==> src/rtl/disp_fetch_ctrl_if.sv <==
// rtl/disp_fetch_ctrl_if.sv - AXI read-address channel plus monitored read-data handshake for the display fetch path
interface disp_fetch_ctrl_if;
  logic [31:0] ARADDR;
  logic [7:0]  ARLEN;
  logic        ARVALID;
  logic        ARREADY;
  logic        RVALID;
  logic        RREADY;
  logic        RLAST;

  modport master (
    output ARADDR, ARLEN, ARVALID,
    input  ARREADY, RVALID, RREADY, RLAST
  );

  modport slave (
    input  ARADDR, ARLEN, ARVALID,
    output ARREADY, RVALID, RREADY, RLAST
  );
endinterface

==> src/rtl/disp_fetch_ctrl.sv <==
// rtl/disp_fetch_ctrl.sv - per-frame VRAM burst fetch controller with FIFO-credit throttling
module disp_fetch_ctrl #(
  parameter int BURST_LEN       = 64,
  parameter int FIFO_DEPTH      = 1024,
  parameter int MAX_OUTSTANDING = 4
) (
  input  logic               ACLK,
  input  logic               ARST,
  input  logic               DISPON,
  input  logic [1:0]         RESOL,
  input  logic [31:0]        DISPADDR,
  input  logic               FRAME_START,
  input  logic [10:0]        FIFO_WRCNT,
  disp_fetch_ctrl_if.master  axi,
  output logic               BUSY,
  output logic               FRAME_DONE,
  output logic               OVERRUN
);

  localparam logic [14:0] VGA_BURSTS   = 15'((640 * 480) / BURST_LEN);
  localparam logic [14:0] XGA_BURSTS   = 15'((1024 * 768) / BURST_LEN);
  localparam logic [14:0] SXGA_BURSTS  = 15'((1280 * 1024) / BURST_LEN);
  localparam logic [31:0] ADDR_STEP    = 32'(BURST_LEN * 4);
  localparam logic [7:0]  AR_LEN       = 8'(BURST_LEN - 1);
  localparam logic [31:0] BURST_LEN_U  = 32'(BURST_LEN);
  localparam logic [31:0] FIFO_DEPTH_U = 32'(FIFO_DEPTH);
  localparam logic [31:0] MAX_OUT_U    = 32'(MAX_OUTSTANDING);

  typedef enum logic [1:0] {
    S_IDLE,
    S_REQ,
    S_WAIT_HS,
    S_DRAIN
  } state_t;

  state_t      state_q, state_d;
  logic [31:0] addr_q, addr_d;
  logic [14:0] remaining_q, remaining_d;
  logic [2:0]  outstanding_q, outstanding_d;
  logic        arvalid_q, arvalid_d;
  logic        busy_q, busy_d;
  logic        frame_done_q, frame_done_d;
  logic        overrun_q, overrun_d;

  logic        ar_hs;
  logic        r_done;
  logic        credit_ok;
  logic [31:0] credit_need;
  logic [14:0] frame_bursts;

  assign ar_hs  = arvalid_q && axi.ARREADY;
  assign r_done = axi.RVALID && axi.RREADY && axi.RLAST;

  // Reserve FIFO room for every burst already in flight plus the one about to be requested.
  assign credit_need = 32'(FIFO_WRCNT) + (32'(outstanding_q) + 32'd1) * BURST_LEN_U;
  assign credit_ok   = (32'(outstanding_q) < MAX_OUT_U) && (credit_need <= FIFO_DEPTH_U);

  always_comb begin
    frame_bursts = VGA_BURSTS;
    case (RESOL)
      2'b01:   frame_bursts = XGA_BURSTS;
      2'b10:   frame_bursts = SXGA_BURSTS;
      default: frame_bursts = VGA_BURSTS;
    endcase
  end

  always_comb begin
    outstanding_d = outstanding_q;
    if (ar_hs && !r_done) begin
      outstanding_d = outstanding_q + 3'd1;
    end else if (r_done && !ar_hs && outstanding_q != 3'd0) begin
      outstanding_d = outstanding_q - 3'd1;
    end
  end

  always_comb begin
    state_d      = state_q;
    addr_d       = addr_q;
    remaining_d  = remaining_q;
    arvalid_d    = arvalid_q;
    busy_d       = busy_q;
    frame_done_d = 1'b0;
    overrun_d    = FRAME_START && busy_q;

    case (state_q)
      S_IDLE: begin
        if (FRAME_START && DISPON) begin
          addr_d      = DISPADDR;
          remaining_d = frame_bursts;
          busy_d      = 1'b1;
          state_d     = S_REQ;
        end
      end
      S_REQ: begin
        if (remaining_q == 15'd0 || !DISPON) begin
          state_d = S_DRAIN;
        end else if (credit_ok) begin
          arvalid_d = 1'b1;
          state_d   = S_WAIT_HS;
        end
      end
      // ARVALID stays up here regardless of DISPON until the slave takes the address.
      S_WAIT_HS: begin
        if (axi.ARREADY) begin
          arvalid_d   = 1'b0;
          addr_d      = addr_q + ADDR_STEP;
          remaining_d = remaining_q - 15'd1;
          state_d     = S_REQ;
        end
      end
      S_DRAIN: begin
        if (outstanding_q == 3'd0) begin
          frame_done_d = 1'b1;
          busy_d       = 1'b0;
          state_d      = S_IDLE;
        end
      end
      default: state_d = S_IDLE;
    endcase
  end

  always_ff @(posedge ACLK or posedge ARST) begin
    if (ARST) begin
      state_q       <= S_IDLE;
      addr_q        <= 32'd0;
      remaining_q   <= 15'd0;
      outstanding_q <= 3'd0;
      arvalid_q     <= 1'b0;
      busy_q        <= 1'b0;
      frame_done_q  <= 1'b0;
      overrun_q     <= 1'b0;
    end else begin
      state_q       <= state_d;
      addr_q        <= addr_d;
      remaining_q   <= remaining_d;
      outstanding_q <= outstanding_d;
      arvalid_q     <= arvalid_d;
      busy_q        <= busy_d;
      frame_done_q  <= frame_done_d;
      overrun_q     <= overrun_d;
    end
  end

  assign axi.ARADDR  = addr_q;
  assign axi.ARLEN   = AR_LEN;
  assign axi.ARVALID = arvalid_q;
  assign BUSY        = busy_q;
  assign FRAME_DONE  = frame_done_q;
  assign OVERRUN     = overrun_q;

endmodule

==> src/flat_wrapper.sv <==
// flat-port wrapper written by rule: the top's interface ports become plain ports
module disp_fetch_ctrl_flat 
#(
  parameter int BURST_LEN       = 64,
  parameter int FIFO_DEPTH      = 1024,
  parameter int MAX_OUTSTANDING = 4
)
  (ACLK, ARST, DISPON, RESOL, DISPADDR, FRAME_START, FIFO_WRCNT, BUSY, FRAME_DONE, OVERRUN, axi_ARADDR, axi_ARLEN, axi_ARVALID, axi_ARREADY, axi_RVALID, axi_RREADY, axi_RLAST);
  disp_fetch_ctrl_if axi_i ();
  input  logic ACLK;
  input  logic ARST;
  input  logic DISPON;
  input  logic [1:0] RESOL;
  input  logic [31:0] DISPADDR;
  input  logic FRAME_START;
  input  logic [10:0] FIFO_WRCNT;
  output logic BUSY;
  output logic FRAME_DONE;
  output logic OVERRUN;
  output wire logic [$bits(axi_i.ARADDR)-1:0] axi_ARADDR;
  output wire logic [$bits(axi_i.ARLEN)-1:0] axi_ARLEN;
  output wire logic [$bits(axi_i.ARVALID)-1:0] axi_ARVALID;
  input wire logic [$bits(axi_i.ARREADY)-1:0] axi_ARREADY;
  input wire logic [$bits(axi_i.RVALID)-1:0] axi_RVALID;
  input wire logic [$bits(axi_i.RREADY)-1:0] axi_RREADY;
  input wire logic [$bits(axi_i.RLAST)-1:0] axi_RLAST;
  assign axi_ARADDR = axi_i.ARADDR;
  assign axi_ARLEN = axi_i.ARLEN;
  assign axi_ARVALID = axi_i.ARVALID;
  assign axi_i.ARREADY = axi_ARREADY;
  assign axi_i.RVALID = axi_RVALID;
  assign axi_i.RREADY = axi_RREADY;
  assign axi_i.RLAST = axi_RLAST;
  disp_fetch_ctrl #(.BURST_LEN(BURST_LEN), .FIFO_DEPTH(FIFO_DEPTH), .MAX_OUTSTANDING(MAX_OUTSTANDING)) u_core (.ACLK(ACLK), .ARST(ARST), .DISPON(DISPON), .RESOL(RESOL), .DISPADDR(DISPADDR), .FRAME_START(FRAME_START), .FIFO_WRCNT(FIFO_WRCNT), .axi(axi_i), .BUSY(BUSY), .FRAME_DONE(FRAME_DONE), .OVERRUN(OVERRUN));
endmodule
==> config.mk <==
export PLATFORM = sky130hd
export DESIGN_NAME = disp_fetch_ctrl_flat
export DESIGN_NICKNAME = d
export VERILOG_FILES = /design/src/rtl/disp_fetch_ctrl_if.sv /design/src/rtl/disp_fetch_ctrl.sv /design/src/flat_wrapper.sv
export SDC_FILE = /design/constraint.sdc
export NUM_CORES = 1
export LEC_CHECK = 0
export BUFFER_PORTS_ARGS = -buffer_cell sky130_fd_sc_hd__buf_2
export CAP_MARGIN = 20
export CORE_MARGIN = 2
export CORE_UTILIZATION = 55
export DETAILED_ROUTE_END_ITERATION = 7
export PLACE_DENSITY = 0.93
export SYNTH_ARGS = -nofsm -noshare
export SYNTH_HDL_FRONTEND = slang
export SYNTH_SLANG_ARGS = --single-unit
==> constraint.sdc <==
create_clock -name ACLK -period 6.9 [get_ports ACLK]
set_input_delay 0 -clock ACLK [delete_from_list [all_inputs] [get_ports ACLK]]
set_output_delay 0 -clock ACLK [all_outputs]
set_load 0.03 [all_outputs]
==> metrics.md, run 1 <==
| Metric | Value |
|---|---|
| Outcome | complete, no violations |
| Clock Sinks | 56 |
| Height of the chip | around 82 um |
| Post-CTS Hold Buffers | 20 |
| Hold/Removal Path Class | in2reg |
| Clock root buffer | clkbuf_8 |
| WS Path Type | reg2reg |
| Slew headroom | 0.285 |
| Vias per cell | between 6 and 7 |
| EDFF count, synth | 0 |
| Main synth FF type | dfrtp_1 |
| TNS Setup | 0 ps |
| Worst vdd ir | 0.187 mV |
| I/O pin count | just under 100 |
| Remaining DRCs | 0 |
| Crit path time final | about 3100 ps |
| Die width | a little over 80 um |
| Total gr overflow | 0 |
| Nets | about 560 |
| Detailed-route via count | ~3,400 |
| Die ar. | around 0.0067 mm2 |
| Multi-input logic area | between 0.0015 and 0.002 mm2 |
| #FFs+latches synth | 56 |
| Skew final | 11.5 ps |
| Detailed Place HPWL | ~6000 um |
| Clk buf depth | 2 |
| Place WS | around 3900 ps |
| Initial DRC count | between 200 and 300 |
| Post-CTS Resized | 0 |
| Final Setup Violations | 0 |
| Seq/Total Area, Yosys | 0.420 |
| RSZ-0062 raised after global routing | false |
| # rows | 28 |
| Worst EP required | roughly 7100 ps |
| Post-CTS setup buffers | 0 |
| Synth unique cells | 48 |
| H-tree depth | 2 |
| Num CTS Buffers | 5 |
| Worst-Skew Late Latency | about 320 ps |
| Syn Inst Count | slightly below 400 |
| Top cells by area, synth | dfrtp_1 42%, nand2_1 7.0%, a21oi_1 5.1% |
| Largest net degree at the start of global routing | 57 |
| Crit Path Max Fanout | 53 |
| Core Box Area | 0.00589 mm2 |
| Fmax | 320 MHz |
| PwrDens | between 400 and 500 mW/mm2 |
| Slew Limit Fails | 0 |
| Area share of the leading cell type in the synthesized netlist | 0.420 |
| Layout cell share with drive strength beyond 1 | 0.220 |
| Final Hold Fails | 0 |
| Worst Tran Pin Value | about 1100 ps |
| Leakage | between 1.5 and 2 nW |
| Synth async-reset ratio | 1.00 |
| Port Buffers | just under 90 |
| Synthesized area | 0.00334 mm2 |
| Wirelength, routed | slightly below 9000 um |
| Vias in the first global route | 3,113 |
| Worst path arrival time | around 3300 ps |
| CP Launch Type | flip-flop |
| Register area | 0.00140 mm2 |
| Final WS setup | 3770 ps |
| CTS tree | done |
| Final GP Congestion | approximately 0.86 |
| # fillers | 465 |
| Clock-pin slew on the worst setup and hold paths | ~100 ps |
| Total track usage | 0.266 |
| ANT cells | 0 |
| Area growth, synth to finish | 22.4% |
| Routed Antenna Nets | 0 |
| Initial antenna violation count | 0 |
| Syn avg cell area | approximately 8.5 um2 |
| DR WL/cell | ~15 um |
| Pre-antenna DRT Iters | 5 |
| Ys Warns | 0 |
| First-pass GRT wire length | between 10,000 and 15,000 um |
| Crit path capture type | flip-flop |
| MaxCap Viol Count | 0 |
| Final cycle utilization of the critical path | 0.454 |
| Dominant cell type by area after synthesis | dfrtp_1 |
| Starting Density | 0.567 |
[cell usage in the layout (no fill, tap or decap), drive strengths merged, types with 2 or more instances in the layout]
master and n:
nand3 20, o21ai 33, dlygate4sd3 20, clkbuf 6
clkinvlp 2, o22a 2, nand2 62, dfrtp 56
o22ai 14, conb 8, nand2b 3, xnor2 6
a31oi 5, buf 90, a22oi 3, or4 4
nand4 6, o21a 2, a21oi 35, a32oi 2
nor2b 4, nor4 11, xor2 2, fa 2
a2bb2oi 9, and2 3, or3 3, nor3 6
o31ai 2, inv 17, nor2 27, ha 11
and3 5
[worst max-delay path, cell delays in order, from the launching register on]
cell and delay, ps:
dfrtp_1 470, nor2b_4 910, nand2_1 330, nand2_1 780, o21ai_0 240, a22o_1 290
[state kept, by name, summed over array words and instances (netlist names)]
register,flops
u_core.outstanding_q,3
u_core.axi.ARVALID,1
u_core.axi.ARADDR,32
u_core.OVERRUN,1
u_core.remaining_q,15
u_core.BUSY,1
u_core.state_q,2
u_core.FRAME_DONE,1
[synth_stat cells, drive strengths merged (3+ instances only)]
master and number:
clkbuf 12, a21oi 35, a31oi 5, nor2 27, nor2b 4, nand2b 3
and2 3, nand3 20, o21ai 33, a2bb2oi 9, and3 5, xnor2 6
ha 11, nand2 62, a22oi 3, nor4 11, inv 17, nor3 6
buf 13, or3 3, dfrtp 56, or4 4, nand4 6, o22ai 14
[path summary, 6_finish.rpt]
check	start	end	slack, ps	cells past startpoint
min	DISPADDR[21]	u_core.axi.ARADDR[21]$_DFFE_PP0P_	20	3
max	u_core.state_q[1]$_DFFE_PP0P_	u_core.remaining_q[9]$_DFFE_PP0P_	3770	5
max reg2reg	u_core.state_q[1]$_DFFE_PP0P_	u_core.remaining_q[9]$_DFFE_PP0P_	3770	5
min reg2reg	u_core.axi.ARADDR[7]$_DFFE_PP0P_	u_core.axi.ARADDR[7]$_DFFE_PP0P_	480	2
max in group asynchronous	ARST	u_core.remaining_q[10]$_DFFE_PP0P_	6030	4
min in group asynchronous	ARST	u_core.axi.ARADDR[16]$_DFFE_PP0P_	400	4
[per-stage QoR]
step | instances | total power (W) | area [um2] | hold WS [ps] | util
global route | 566 | 0.00188 | 4090 | 20.0 | 0.695
CTS | 566 | 0.00174 | 4090 | 8.55 | 0.695
detailed placement | 538 | 0.00154 | 3790 | 193 | 0.644
floorplan | 398 | 0.00129 | 3360 | 105 | -
finish | 566 | 0.00175 | 4090 | 16.0 | 0.695
global placement | 538 | 0.00148 | 3790 | 190 | 0.644
[cell families after synthesis]
kind of cell             after synthesis  share of synthesized area
AO/OA/AOI/OAI                        113                      0.206
flip-flops                            56                      0.420
adder cells (fa/ha/maj)               13                     0.0532
buffers and inverters                 42                     0.0577
AND/OR/NAND/NOR                      157                      0.237
XOR/XNOR                               8                     0.0210
multiplexers                           1                    0.00300
other                                  2                    0.00225
[routing by layer]
layer / vias to the layer above / routed length, um / track usage
met1: 1625 / 3420 / 0.325
met3: 40 / 600 / 0.0473
li1: 1589 / - / -
met5: - / 0 / 0
met2: 177 / 4440 / 0.458
met4: 0 / 296 / 0.118
[report_power, final]
| part | switching [W] | internal, W | total [W] |
|---|---|---|---|
| Clock | 0.000112 | 0.0000815 | 0.000194 |
| Sequential | 0.000180 | 0.000479 | 0.000659 |
| Combinational | 0.000581 | 0.000317 | 0.000898 |
| Total | 0.000874 | 0.000878 | 0.00175 |
[final cells by class]
cell class / instances / share of cell area
flip-flops and latches: 56 / 0.343
multi-input cells: 300 / 0.434
repair buffers: 110 / 0.160
inverters: 17 / 0.0156
well taps: 75 / 0.0230
clock buffers: 6 / 0.0202
clock inverters: 2 / 0.00367
No activity file was read; power rests on OpenSTA's default activity.
==> run 2: changes to the inputs <==
--- a/config.mk
+++ b/config.mk
@@ -8,9 +8,9 @@
 export BUFFER_PORTS_ARGS = -buffer_cell sky130_fd_sc_hd__buf_2
 export CAP_MARGIN = 20
 export CORE_MARGIN = 2
-export CORE_UTILIZATION = 55
+export CORE_UTILIZATION = 47
 export DETAILED_ROUTE_END_ITERATION = 7
-export PLACE_DENSITY = 0.93
+export PLACE_DENSITY = 0.85
 export SYNTH_ARGS = -nofsm -noshare
 export SYNTH_HDL_FRONTEND = slang
 export SYNTH_SLANG_ARGS = --single-unit
==> constraint.sdc (replaced) <==
create_clock -name ACLK -period 2.7 [get_ports ACLK]
set_input_delay 0 -clock ACLK [delete_from_list [all_inputs] [get_ports ACLK]]
set_output_delay 0 -clock ACLK [all_outputs]
set_load 0.03 [all_outputs]
==> metrics.md, run 2 (same netlist as run 1, synthesis figures left out) <==
| Metric | Value |
|---|---|
| Largest net degree at the start of global routing | 57 |
| Worst path max stage delay | roughly 480 ps |
| DR WL/cell | about 15 um |
| Layout cell share with drive strength beyond 1 | 0.226 |
| Die ar. | a little under 0.008 mm2 |
| Area growth, synth to finish | 23.0% |
| Total track usage | 0.225 |
| Final cycle utilization of the critical path | 0.926 |
| Clock-pin slew on the worst setup and hold paths | ~110 ps |
| Wirelength, routed | between 8000 and 9000 um |
| Hold/Removal Path Class | in2reg |
| Leakage | ~1.9 nW |
| Die width | roughly 88 um |
| H-tree depth | 2 |
| CP Cell Sequence | inv_1 -> ha_1 -> ha_1 -> and3_1 -> or4_1 -> a21oi_1 -> o21ai_0 -> o211a_1 |
| WS Path Type | reg2reg |
| RSZ-0062 raised after global routing | false |
| TNS Setup | 0 ps |
| Port Buffers | around 90 |
| Slew headroom | 0.512 |
| Num CTS Buffers | 5 |
| MaxCap Viol Count | 0 |
| Initial antenna violation count | 0 |
| Most frequent cells in the layout | 88 x buf_2, 62 x nand2_1, 56 x dfrtp_1 |
| Nets | about 560 |
| Routed Antenna Nets | 0 |
| Pre-antenna DRT Iters | 4 |
| Slowest stage cell, crit path | or4_1 |
| Initial DRC count | 201 |
| Power, Total | around 0.0044 W |
| Crit path time final | 2500 ps |
| Final GP Congestion | 0.866 |
| Outcome | finished with violations |
| Final Setup Violations | 0 |
| Critical Path Most Common Cell | ha_1 |
| Clock Sinks | 56 |
| Skew final | around 13 ps |
| Vias in the first global route | 3,164 |
| Worst vdd ir | between 0.4 and 0.5 mV |
| Final Hold Fails | 1 |
| Max FFs per register | 32 |
| Remaining DRCs | 0 |
| Detailed Place HPWL | 5890 um |
| Fmax | about 400 MHz |
| Total gr overflow | 0 |
| I/O pin count | 97 |
| Commonest non-fill, non-tap cell in the layout | buf_2 |
| Crit path capture type | flip-flop |
| CP Launch Type | flip-flop |
| Starting Density | 0.489 |
| Worst path arrival time | 2700 ps |
| Place WS | around 220 ps |
| Worst EP required | approximately 2900 ps |
| Worst-Skew Late Latency | approximately 320 ps |
| CTS tree | done |
| Clk buf depth | 2 |
| Vias per cell | between 5 and 6 |
| Hold slack | -1.15 ps |
| # rows | 30 |
| Crit Path Max Fanout | 4 |
| Final WS setup | between 150 and 200 ps |
| Slew Limit Fails | 0 |
| Height of the chip | ~88 um |
| First-pass GRT wire length | about 14,000 um |
| Core Box Area | between 0.006 and 0.007 mm2 |
| PwrDens | between 1000 and 1500 mW/mm2 |
| Post-CTS Resized | 0 |
| Worst Tran Pin Value | around 730 ps |
| Clock root buffer | clkbuf_8 |
| Failing checks | hold timing |
| Post-CTS setup buffers | 0 |
| ANT cells | 0 |
| Detailed-route via count | 3,279 |
[run 2: path summary, 6_finish.rpt]
path / startpoint / end / slack [ps] / cells past startpoint
max in group asynchronous: ARST / u_core.axi.ARADDR[7]$_DFFE_PP0P_ / 1790 / 4
worst max register to register: u_core.outstanding_q[0]$_DFFE_PP0P_ / u_core.state_q[0]$_DFFE_PP0P_ / 200 / 8
min in group asynchronous: ARST / u_core.axi.ARADDR[18]$_DFFE_PP0P_ / 410 / 4
worst max-delay path: u_core.outstanding_q[0]$_DFFE_PP0P_ / u_core.state_q[0]$_DFFE_PP0P_ / 200 / 8
worst min register to register: u_core.axi.ARADDR[5]$_DFFE_PP0P_ / u_core.axi.ARADDR[5]$_DFFE_PP0P_ / 480 / 2
worst min-delay path: DISPADDR[17] / u_core.axi.ARADDR[17]$_DFFE_PP0P_ / -1 / 3
[run 2: stage by stage]
| stage | instances | cell area [um2] | utilization | hold WS (ps) |
|---|---|---|---|---|
| after floorplan | 398 | 3360 | - | 105 |
| after detailed placement | 563 | 3850 | 0.563 | 198 |
| after CTS | 588 | 4110 | 0.601 | 1.70 |
| after global routing | 588 | 4110 | 0.601 | 3.97 |
| after global placement | 563 | 3850 | 0.563 | 191 |
| final | 588 | 4110 | 0.601 | -1.15 |
[run 2: worst max-delay path: cells and delay by family (launching register included)]
family	cells	cell delay [ps]
simple gates	2	670
fa+ha+maj	2	620
compound gates	3	570
flops	1	420
buf+inv	1	110
[run 2: repair_timing]
action / CTS / global route
setup endpoints to repair: 0 / 0
hold endpoints to repair: 73 / 0
hold buffers: 18 / 0
[run 2: where the power goes]
group          leakage (nW)  switching (W)  internal, W
clock                0.0400       0.000283     0.000177
combinational          1.20        0.00146     0.000824
sequential            0.674       0.000449      0.00122
total                  1.91        0.00220      0.00222
[run 2: layout make-up]
| cell class | instances | area, um2 |
|---|---|---|
| clock buffers | 5 | 68.8 |
| clock inverters | 2 | 12.5 |
| fillers | 640 | 2720 |
| inverters | 17 | 63.8 |
| multi-input cells | 300 | 1780 |
| flip-flops and latches | 56 | 1400 |
| well taps | 96 | 120 |
| repair buffers | 112 | 666 |
[run 2: metal layers]
layer / vias to the layer above / share of wire / wire length, um / global-route usage
met5: - / 0 / 0 / 0
met2: 104 / 0.50 / 4300 / 0.388
li1: 1586 / - / - / -
met4: 0 / 0.022 / 189 / 0.0771
met3: 19 / 0.047 / 403 / 0.0373
met1: 1570 / 0.43 / 3690 / 0.288
